## src/rtl/alu_seq_if.sv

```systemverilog
// Handshake and result/flag bundle between the control unit (master) and alu_seq (slave).
interface alu_seq_if #(
    parameter int WIDTH = 8,
    parameter int SEL_W = 4
) ();
    logic             start;
    logic [SEL_W-1:0] sel;
    logic [WIDTH-1:0] in_A;
    logic [WIDTH-1:0] in_B;
    logic             busy;
    logic             done;
    logic [WIDTH-1:0] result;
    logic             N;
    logic             Z;
    logic             C;
    logic             V;
    logic             err;

    modport master (output start, sel, in_A, in_B,
                    input  busy, done, result, N, Z, C, V, err);
    modport slave  (input  start, sel, in_A, in_B,
                    output busy, done, result, N, Z, C, V, err);
endinterface

```

## src/rtl/alu_seq.sv

```systemverilog
// Registered multi-cycle ALU: single-cycle ops, bit-serial shifts and shift-add multiply,
// with a start/busy/done handshake and N/Z/C/V flags plus an illegal-opcode strobe.
module alu_seq #(
    parameter int WIDTH = 8,
    parameter int SEL_W = 4
) (
    input  logic     clk,
    input  logic     rst,
    alu_seq_if.slave bus
);
    localparam int LG = $clog2(WIDTH);
    localparam int CW = LG + 1;

    localparam logic [SEL_W-1:0] OP_NOP   = SEL_W'(0);
    localparam logic [SEL_W-1:0] OP_ADD   = SEL_W'(1);
    localparam logic [SEL_W-1:0] OP_SUB   = SEL_W'(2);
    localparam logic [SEL_W-1:0] OP_NAND  = SEL_W'(3);
    localparam logic [SEL_W-1:0] OP_SHL   = SEL_W'(4);
    localparam logic [SEL_W-1:0] OP_SHR   = SEL_W'(5);
    localparam logic [SEL_W-1:0] OP_OUT   = SEL_W'(6);
    localparam logic [SEL_W-1:0] OP_IN    = SEL_W'(7);
    localparam logic [SEL_W-1:0] OP_MOV   = SEL_W'(8);
    localparam logic [SEL_W-1:0] OP_MUL   = SEL_W'(9);
    localparam logic [SEL_W-1:0] OP_STORE = SEL_W'(14);

    typedef enum logic [1:0] {S_IDLE, S_SHIFT, S_MUL, S_DONE} state_t;

    state_t           r_state, w_state_nxt;
    logic [SEL_W-1:0] r_op;
    logic [WIDTH-1:0] r_work, r_mplr, r_acc, r_result;
    logic [CW-1:0]    r_cnt;
    logic             r_n, r_z, r_c, r_v, r_err;

    logic [LG-1:0]    w_k;
    logic [WIDTH:0]   w_sum, w_dif;
    logic [WIDTH-1:0] w_shf, w_acc_nxt, w_res;
    logic             w_sout, w_load, w_upd_res, w_upd_c, w_upd_v, w_c, w_v, w_err;

    function automatic logic add_ovf(input logic signed [WIDTH-1:0] a, b, s);
        return (a[WIDTH-1] == b[WIDTH-1]) && (s[WIDTH-1] != a[WIDTH-1]);
    endfunction

    function automatic logic sub_ovf(input logic signed [WIDTH-1:0] a, b, s);
        return (a[WIDTH-1] != b[WIDTH-1]) && (s[WIDTH-1] != a[WIDTH-1]);
    endfunction

    assign w_k       = bus.in_B[LG-1:0];
    assign w_sum     = {1'b0, bus.in_A} + {1'b0, bus.in_B};
    assign w_dif     = {1'b0, bus.in_A} - {1'b0, bus.in_B};
    assign w_shf     = (r_op == OP_SHL) ? {r_work[WIDTH-2:0], 1'b0} : {1'b0, r_work[WIDTH-1:1]};
    assign w_sout    = (r_op == OP_SHL) ? r_work[WIDTH-1] : r_work[0];
    assign w_acc_nxt = r_mplr[0] ? (r_acc + r_work) : r_acc;

    // Result and flags are captured on the edge that enters DONE, so they are valid with done.
    always_comb begin
        w_state_nxt = r_state;
        w_load      = 1'b0;
        w_upd_res   = 1'b0;
        w_res       = '0;
        w_upd_c     = 1'b0;
        w_c         = 1'b0;
        w_upd_v     = 1'b0;
        w_v         = 1'b0;
        w_err       = 1'b0;
        case (r_state)
            S_IDLE: begin
                if (bus.start) begin
                    w_state_nxt = S_DONE;
                    case (bus.sel)
                        OP_NOP: begin end
                        OP_ADD: begin
                            w_upd_res = 1'b1;
                            w_res     = w_sum[WIDTH-1:0];
                            w_upd_c   = 1'b1;
                            w_c       = w_sum[WIDTH];
                            w_upd_v   = 1'b1;
                            w_v       = add_ovf(bus.in_A, bus.in_B, w_sum[WIDTH-1:0]);
                        end
                        OP_SUB: begin
                            w_upd_res = 1'b1;
                            w_res     = w_dif[WIDTH-1:0];
                            w_upd_c   = 1'b1;
                            w_c       = w_dif[WIDTH];
                            w_upd_v   = 1'b1;
                            w_v       = sub_ovf(bus.in_A, bus.in_B, w_dif[WIDTH-1:0]);
                        end
                        OP_NAND: begin
                            w_upd_res = 1'b1;
                            w_res     = ~(bus.in_A & bus.in_B);
                        end
                        OP_OUT, OP_STORE: begin
                            w_upd_res = 1'b1;
                            w_res     = bus.in_A;
                        end
                        OP_IN: w_upd_res = 1'b1;
                        OP_MOV: begin
                            w_upd_res = 1'b1;
                            w_res     = bus.in_B;
                        end
                        OP_SHL, OP_SHR: begin
                            if (w_k == '0) begin
                                w_upd_res = 1'b1;
                                w_res     = bus.in_A;
                                w_upd_c   = 1'b1;
                            end else begin
                                w_load      = 1'b1;
                                w_state_nxt = S_SHIFT;
                            end
                        end
                        OP_MUL: begin
                            w_load      = 1'b1;
                            w_state_nxt = S_MUL;
                        end
                        default: w_err = 1'b1;
                    endcase
                end
            end
            S_SHIFT: begin
                if (r_cnt == CW'(1)) begin
                    w_state_nxt = S_DONE;
                    w_upd_res   = 1'b1;
                    w_res       = w_shf;
                    w_upd_c     = 1'b1;
                    w_c         = w_sout;
                end
            end
            S_MUL: begin
                if (r_cnt == CW'(1)) begin
                    w_state_nxt = S_DONE;
                    w_upd_res   = 1'b1;
                    w_res       = w_acc_nxt;
                end
            end
            S_DONE:  w_state_nxt = S_IDLE;
            default: w_state_nxt = S_IDLE;
        endcase
    end

    always_ff @(posedge clk or posedge rst) begin
        if (rst) r_state <= S_IDLE;
        else     r_state <= w_state_nxt;
    end

    always_ff @(posedge clk or posedge rst) begin
        if (rst) begin
            r_op     <= '0;
            r_work   <= '0;
            r_mplr   <= '0;
            r_acc    <= '0;
            r_cnt    <= '0;
            r_result <= '0;
            r_n      <= 1'b0;
            r_z      <= 1'b0;
            r_c      <= 1'b0;
            r_v      <= 1'b0;
            r_err    <= 1'b0;
        end else begin
            r_err <= w_err;
            if (w_load) begin
                r_op   <= bus.sel;
                r_work <= bus.in_A;
                r_mplr <= bus.in_B;
                r_acc  <= '0;
                r_cnt  <= (bus.sel == OP_MUL) ? CW'(WIDTH) : {1'b0, w_k};
            end else if (r_state == S_SHIFT) begin
                r_work <= w_shf;
                r_cnt  <= r_cnt - CW'(1);
            end else if (r_state == S_MUL) begin
                r_acc  <= w_acc_nxt;
                r_work <= {r_work[WIDTH-2:0], 1'b0};
                r_mplr <= {1'b0, r_mplr[WIDTH-1:1]};
                r_cnt  <= r_cnt - CW'(1);
            end
            if (w_upd_res) begin
                r_result <= w_res;
                r_n      <= w_res[WIDTH-1];
                r_z      <= (w_res == '0);
            end
            if (w_upd_c) r_c <= w_c;
            if (w_upd_v) r_v <= w_v;
        end
    end

    assign bus.busy   = (r_state == S_SHIFT) || (r_state == S_MUL);
    assign bus.done   = (r_state == S_DONE);
    assign bus.result = r_result;
    assign bus.N      = r_n;
    assign bus.Z      = r_z;
    assign bus.C      = r_c;
    assign bus.V      = r_v;
    assign bus.err    = r_err;
endmodule
```

## src/flat_wrapper.sv

```systemverilog
// flat-port wrapper written by rule: the top's interface ports become plain ports
module alu_seq_flat 
#(
    parameter int WIDTH = 8,
    parameter int SEL_W = 4
)
  (clk, rst, bus_start, bus_sel, bus_in_A, bus_in_B, bus_busy, bus_done, bus_result, bus_N, bus_Z, bus_C, bus_V, bus_err);
  alu_seq_if #(.WIDTH(WIDTH), .SEL_W(SEL_W)) bus_i ();
  input  logic clk;
  input  logic rst;
  input wire logic [$bits(bus_i.start)-1:0] bus_start;
  input wire logic [$bits(bus_i.sel)-1:0] bus_sel;
  input wire logic [$bits(bus_i.in_A)-1:0] bus_in_A;
  input wire logic [$bits(bus_i.in_B)-1:0] bus_in_B;
  output wire logic [$bits(bus_i.busy)-1:0] bus_busy;
  output wire logic [$bits(bus_i.done)-1:0] bus_done;
  output wire logic [$bits(bus_i.result)-1:0] bus_result;
  output wire logic [$bits(bus_i.N)-1:0] bus_N;
  output wire logic [$bits(bus_i.Z)-1:0] bus_Z;
  output wire logic [$bits(bus_i.C)-1:0] bus_C;
  output wire logic [$bits(bus_i.V)-1:0] bus_V;
  output wire logic [$bits(bus_i.err)-1:0] bus_err;
  assign bus_i.start = bus_start;
  assign bus_i.sel = bus_sel;
  assign bus_i.in_A = bus_in_A;
  assign bus_i.in_B = bus_in_B;
  assign bus_busy = bus_i.busy;
  assign bus_done = bus_i.done;
  assign bus_result = bus_i.result;
  assign bus_N = bus_i.N;
  assign bus_Z = bus_i.Z;
  assign bus_C = bus_i.C;
  assign bus_V = bus_i.V;
  assign bus_err = bus_i.err;
  alu_seq #(.WIDTH(WIDTH), .SEL_W(SEL_W)) u_core (.clk(clk), .rst(rst), .bus(bus_i));
endmodule
```

## config.mk

```make
export PLATFORM = sky130hd
export DESIGN_NAME = alu_seq_flat
export DESIGN_NICKNAME = d
export VERILOG_FILES = /design/src/rtl/alu_seq_if.sv /design/src/rtl/alu_seq.sv /design/src/flat_wrapper.sv
export SDC_FILE = /design/constraint.sdc
export NUM_CORES = 1
export LEC_CHECK = 0
export ABC_AREA = 1
export BUFFER_PORTS_ARGS = -buffer_cell sky130_fd_sc_hd__buf_4
export CAP_MARGIN = 30
export CORE_MARGIN = 10
export CORE_UTILIZATION = 55
export CTS_CLUSTER_SIZE = 28
export DETAILED_ROUTE_END_ITERATION = 8
export PLACE_DENSITY = 0.71
export SETUP_SLACK_MARGIN = 0.02
export SKIP_CTS_REPAIR_TIMING = 1
export SYNTH_ARGS = -nofsm -noshare
export SYNTH_HDL_FRONTEND = slang
export SYNTH_SLANG_ARGS = --single-unit
```

## constraint.sdc

```tcl
create_clock -name clk -period 2.35 [get_ports clk]
set_clock_uncertainty 0.1 [all_clocks]
set_input_delay 0.3525 -clock clk [delete_from_list [all_inputs] [get_ports clk]]
set_output_delay 0.3525 -clock clk [all_outputs]
set_load 0.005 [all_outputs]
```

==> flow_summary.toml <==
[status]
violations = "negative hold slack"
status = "complete, but fails checks"

[place]
routabilityCongestion = 0.9355
pre_cts_ws_ps = 24.80
portBuffers = 37
dpl.hpwl_um = 9355
dpl_cell_area_um2 = 4532

[detailed_routing]
wl_per_cell_um = 15.62
vias_per_cell = 5.514
drt_iter0_drc = 422
antenna_left = 0
routed_wirelength_um = 11670
drc = 0
num_vias = 4119
dr.pass1.iters = 5

[floorplanning]
row_count = 31
core_um2 = 7214
die_w_um = 105.9
dieArea_um2 = 11220
ios = 38
start_util = 0.5626
die_h_um = 105.9

[critical_path]
endpoint = "u_core.bus.Z$_DFFE_PP0P_"
critical_path_required_ps = 2500
startpoint_type = "flop"
rr_startpoint = "u_core.r_work[0]$_DFFE_PP0P_"
path_class = "flop to flop"
r2r_cells = 11
endpoint_kind = "flop"
worst_ep_arrival_time_ps = 2350
startpoint = "u_core.r_work[0]$_DFFE_PP0P_"
r2r_slack_ps = 150
r2r_end = "u_core.bus.Z$_DFFE_PP0P_"
worstPathMaxFanout = 3

[synthesis]
synth_seq_area_share = 0.2836
mappedNetlistArea_um2 = 4059
synth_cell_type_count = 41
ys_seq_elements = 46
synth_cells = 596
ys.flop_type = "dfrtp_1"
ys_warn_count = 0
ys_async_sr_fraction = 1.000
syn_avg_cell_area_um2 = 6.810
syn_nets = 655
synth-edff-count = 0

[clock_network]
clk_latency_ps = 310
tritoncts = "built"
clockBufferDepth = 2
cts-buffers-inserted = 5
h-tree-depth = 2
cts_sinks = 46
clockRootBuffer = "clkbuf_8"
path_clk_slew_ps = 100

[cells_and_area]
layout.nets = 706
antenna_cells = 0
design_area_um2 = 4679
layout_common_cells = "159 x nand2_1, 84 x inv_1, 63 x nand3_1"
layout-drive-gt1-share = 0.1605
area_delta_synth_final_pct = 15.29
final_common_cell = "nand2_1"
nFillCells = 706

[timing]
slew_headroom = 0.4856
fmax_mhz = 453.6
final_hold_viol_count = 22
tightest_slew_ps = 768.7
rsz0062_at_grt = "true"
min_period_over_period = 0.9380
drv_slew = 0
whs_ps = -18.79
finalCriticalPeriod_ps = 2204
setup_ws_ps = 145.6
finalSetupViolCount = 0

[grt]
grt.overflow.total = 0
antenna_found_initial = 0
grt_usage = 0.2101
grt_first_pass_wirelength_um = 19620
grt_pass1_vias = 3973
grt_max_degree = 25

[power_and_ir_drop]
power_density_nw_per_um2 = 1091
leakage_nw = 2.446
max-vdd-ir-drop_mv = 0.8000
p_total_w = 0.005106

[job]
maxCapViolations = 0

[hold_path]
min_path_type = "input port to async pin"
[routing by layer]
layer  vias to the layer above  track usage  routed length [µm]
met5                         -            0                   0
met4                         0      0.06867                 295
met3                        22      0.04408                 836
met2                       149       0.3299                5324
met1                      1899       0.2818                5213
li1                       2049            -                   -
[per-stage QoR]
stage | setup TNS [ps] | hold WS, ps | utilization | instances
floorplan | 0 | 352.0 | - | 596
global placement | 0 | 326.8 | 0.6282 | 737
detailed placement | 0 | 333.5 | 0.6282 | 737
CTS | 0 | -8.785 | 0.6427 | 745
global route | -34.95 | 16.35 | 0.6486 | 747
finish | 0 | -18.79 | 0.6486 | 747
[final cells by class]
cell class,instances,area (µm²),area share
flip-flops and latches,46,1151,0.2460
repair buffers,58,447.9,0.09572
multi-input cells,444,2504,0.5350
inverters,92,347.8,0.07433
well taps,99,123.9,0.02647
clock inverters,1,8.758,0.001872
clock buffers,7,96.34,0.02059
[worst min path at each step]
stage	endpoint	slack (ps)	depth (start not counted)
finish	u_core.r_work[0]$_DFFE_PP0P_	-20	2
global route	u_core.r_acc[0]$_DFFE_PP0P_	20	2
floorplan	u_core.r_mplr[7]$_DFFE_PP0P_	350	2
detailed placement	u_core.r_mplr[0]$_DFFE_PP0P_	330	2
global placement	u_core.r_acc[0]$_DFFE_PP0P_	330	2
CTS	u_core.r_work[0]$_DFFE_PP0P_	-9	2
[where the power goes]
group | leakage, nW | total (W) | internal (W) | switching, W
sequential | 0.567 | 0.00146 | 0.00116 | 0.000305
combinational | 1.82 | 0.00308 | 0.00125 | 0.00183
clock | 0.0544 | 0.000562 | 0.000270 | 0.000291
[cells in the mapped netlist (all sizes together), types with 2 or more instances]
cell / number / share of area
a21oi: 33 / 0.045
a31oi: 5 / 0.0077
buf: 11 / 0.018
clkbuf: 3 / 0.0028
dfrtp: 46 / 0.28
fa: 3 / 0.015
ha: 33 / 0.10
inv: 92 / 0.086
nand2: 163 / 0.15
nand3: 63 / 0.078
nand4: 7 / 0.011
nor2: 50 / 0.053
o211ai: 6 / 0.011
o21ai: 41 / 0.053
o221ai: 3 / 0.0096
o22ai: 18 / 0.034
o31ai: 2 / 0.0037
or2: 3 / 0.0046
xor2: 6 / 0.013
[registers in the layout, indices dropped and copies added (netlist names)]
name / count
u_core.bus.Z: 1
u_core.r_acc: 8
u_core.r_mplr: 8
u_core.r_op: 4
u_core.bus.C: 1
u_core.bus.V: 1
u_core.r_state: 2
u_core.r_work: 8
u_core.r_cnt: 4
u_core.bus.err: 1
u_core.bus.result: 8
[critical path, cell delays in order, from the launching register on]
cell     delay [ps]
dfrtp_1         440
ha_4            190
fa_2            430
o21ai_1         200
o22ai_1         150
inv_1           100
nand2_1          70
nor2_1          110
nand3_1          70
nor2_1          110
nand4_1         100
nand2_1          70
[cell families after synthesis]
logic type | count (synthesis) | share of synthesized area
AOI/OAI and AO/OA | 112 | 0.1729
xor gates and xnor gates | 7 | 0.01511
adders and majority gates | 36 | 0.1165
buffers and inverters | 106 | 0.1063
DFF | 46 | 0.2836
muxes | 1 | 0.002774
and+or+nand+nor | 288 | 0.3027
No activity file was read; power rests on OpenSTA's default activity.
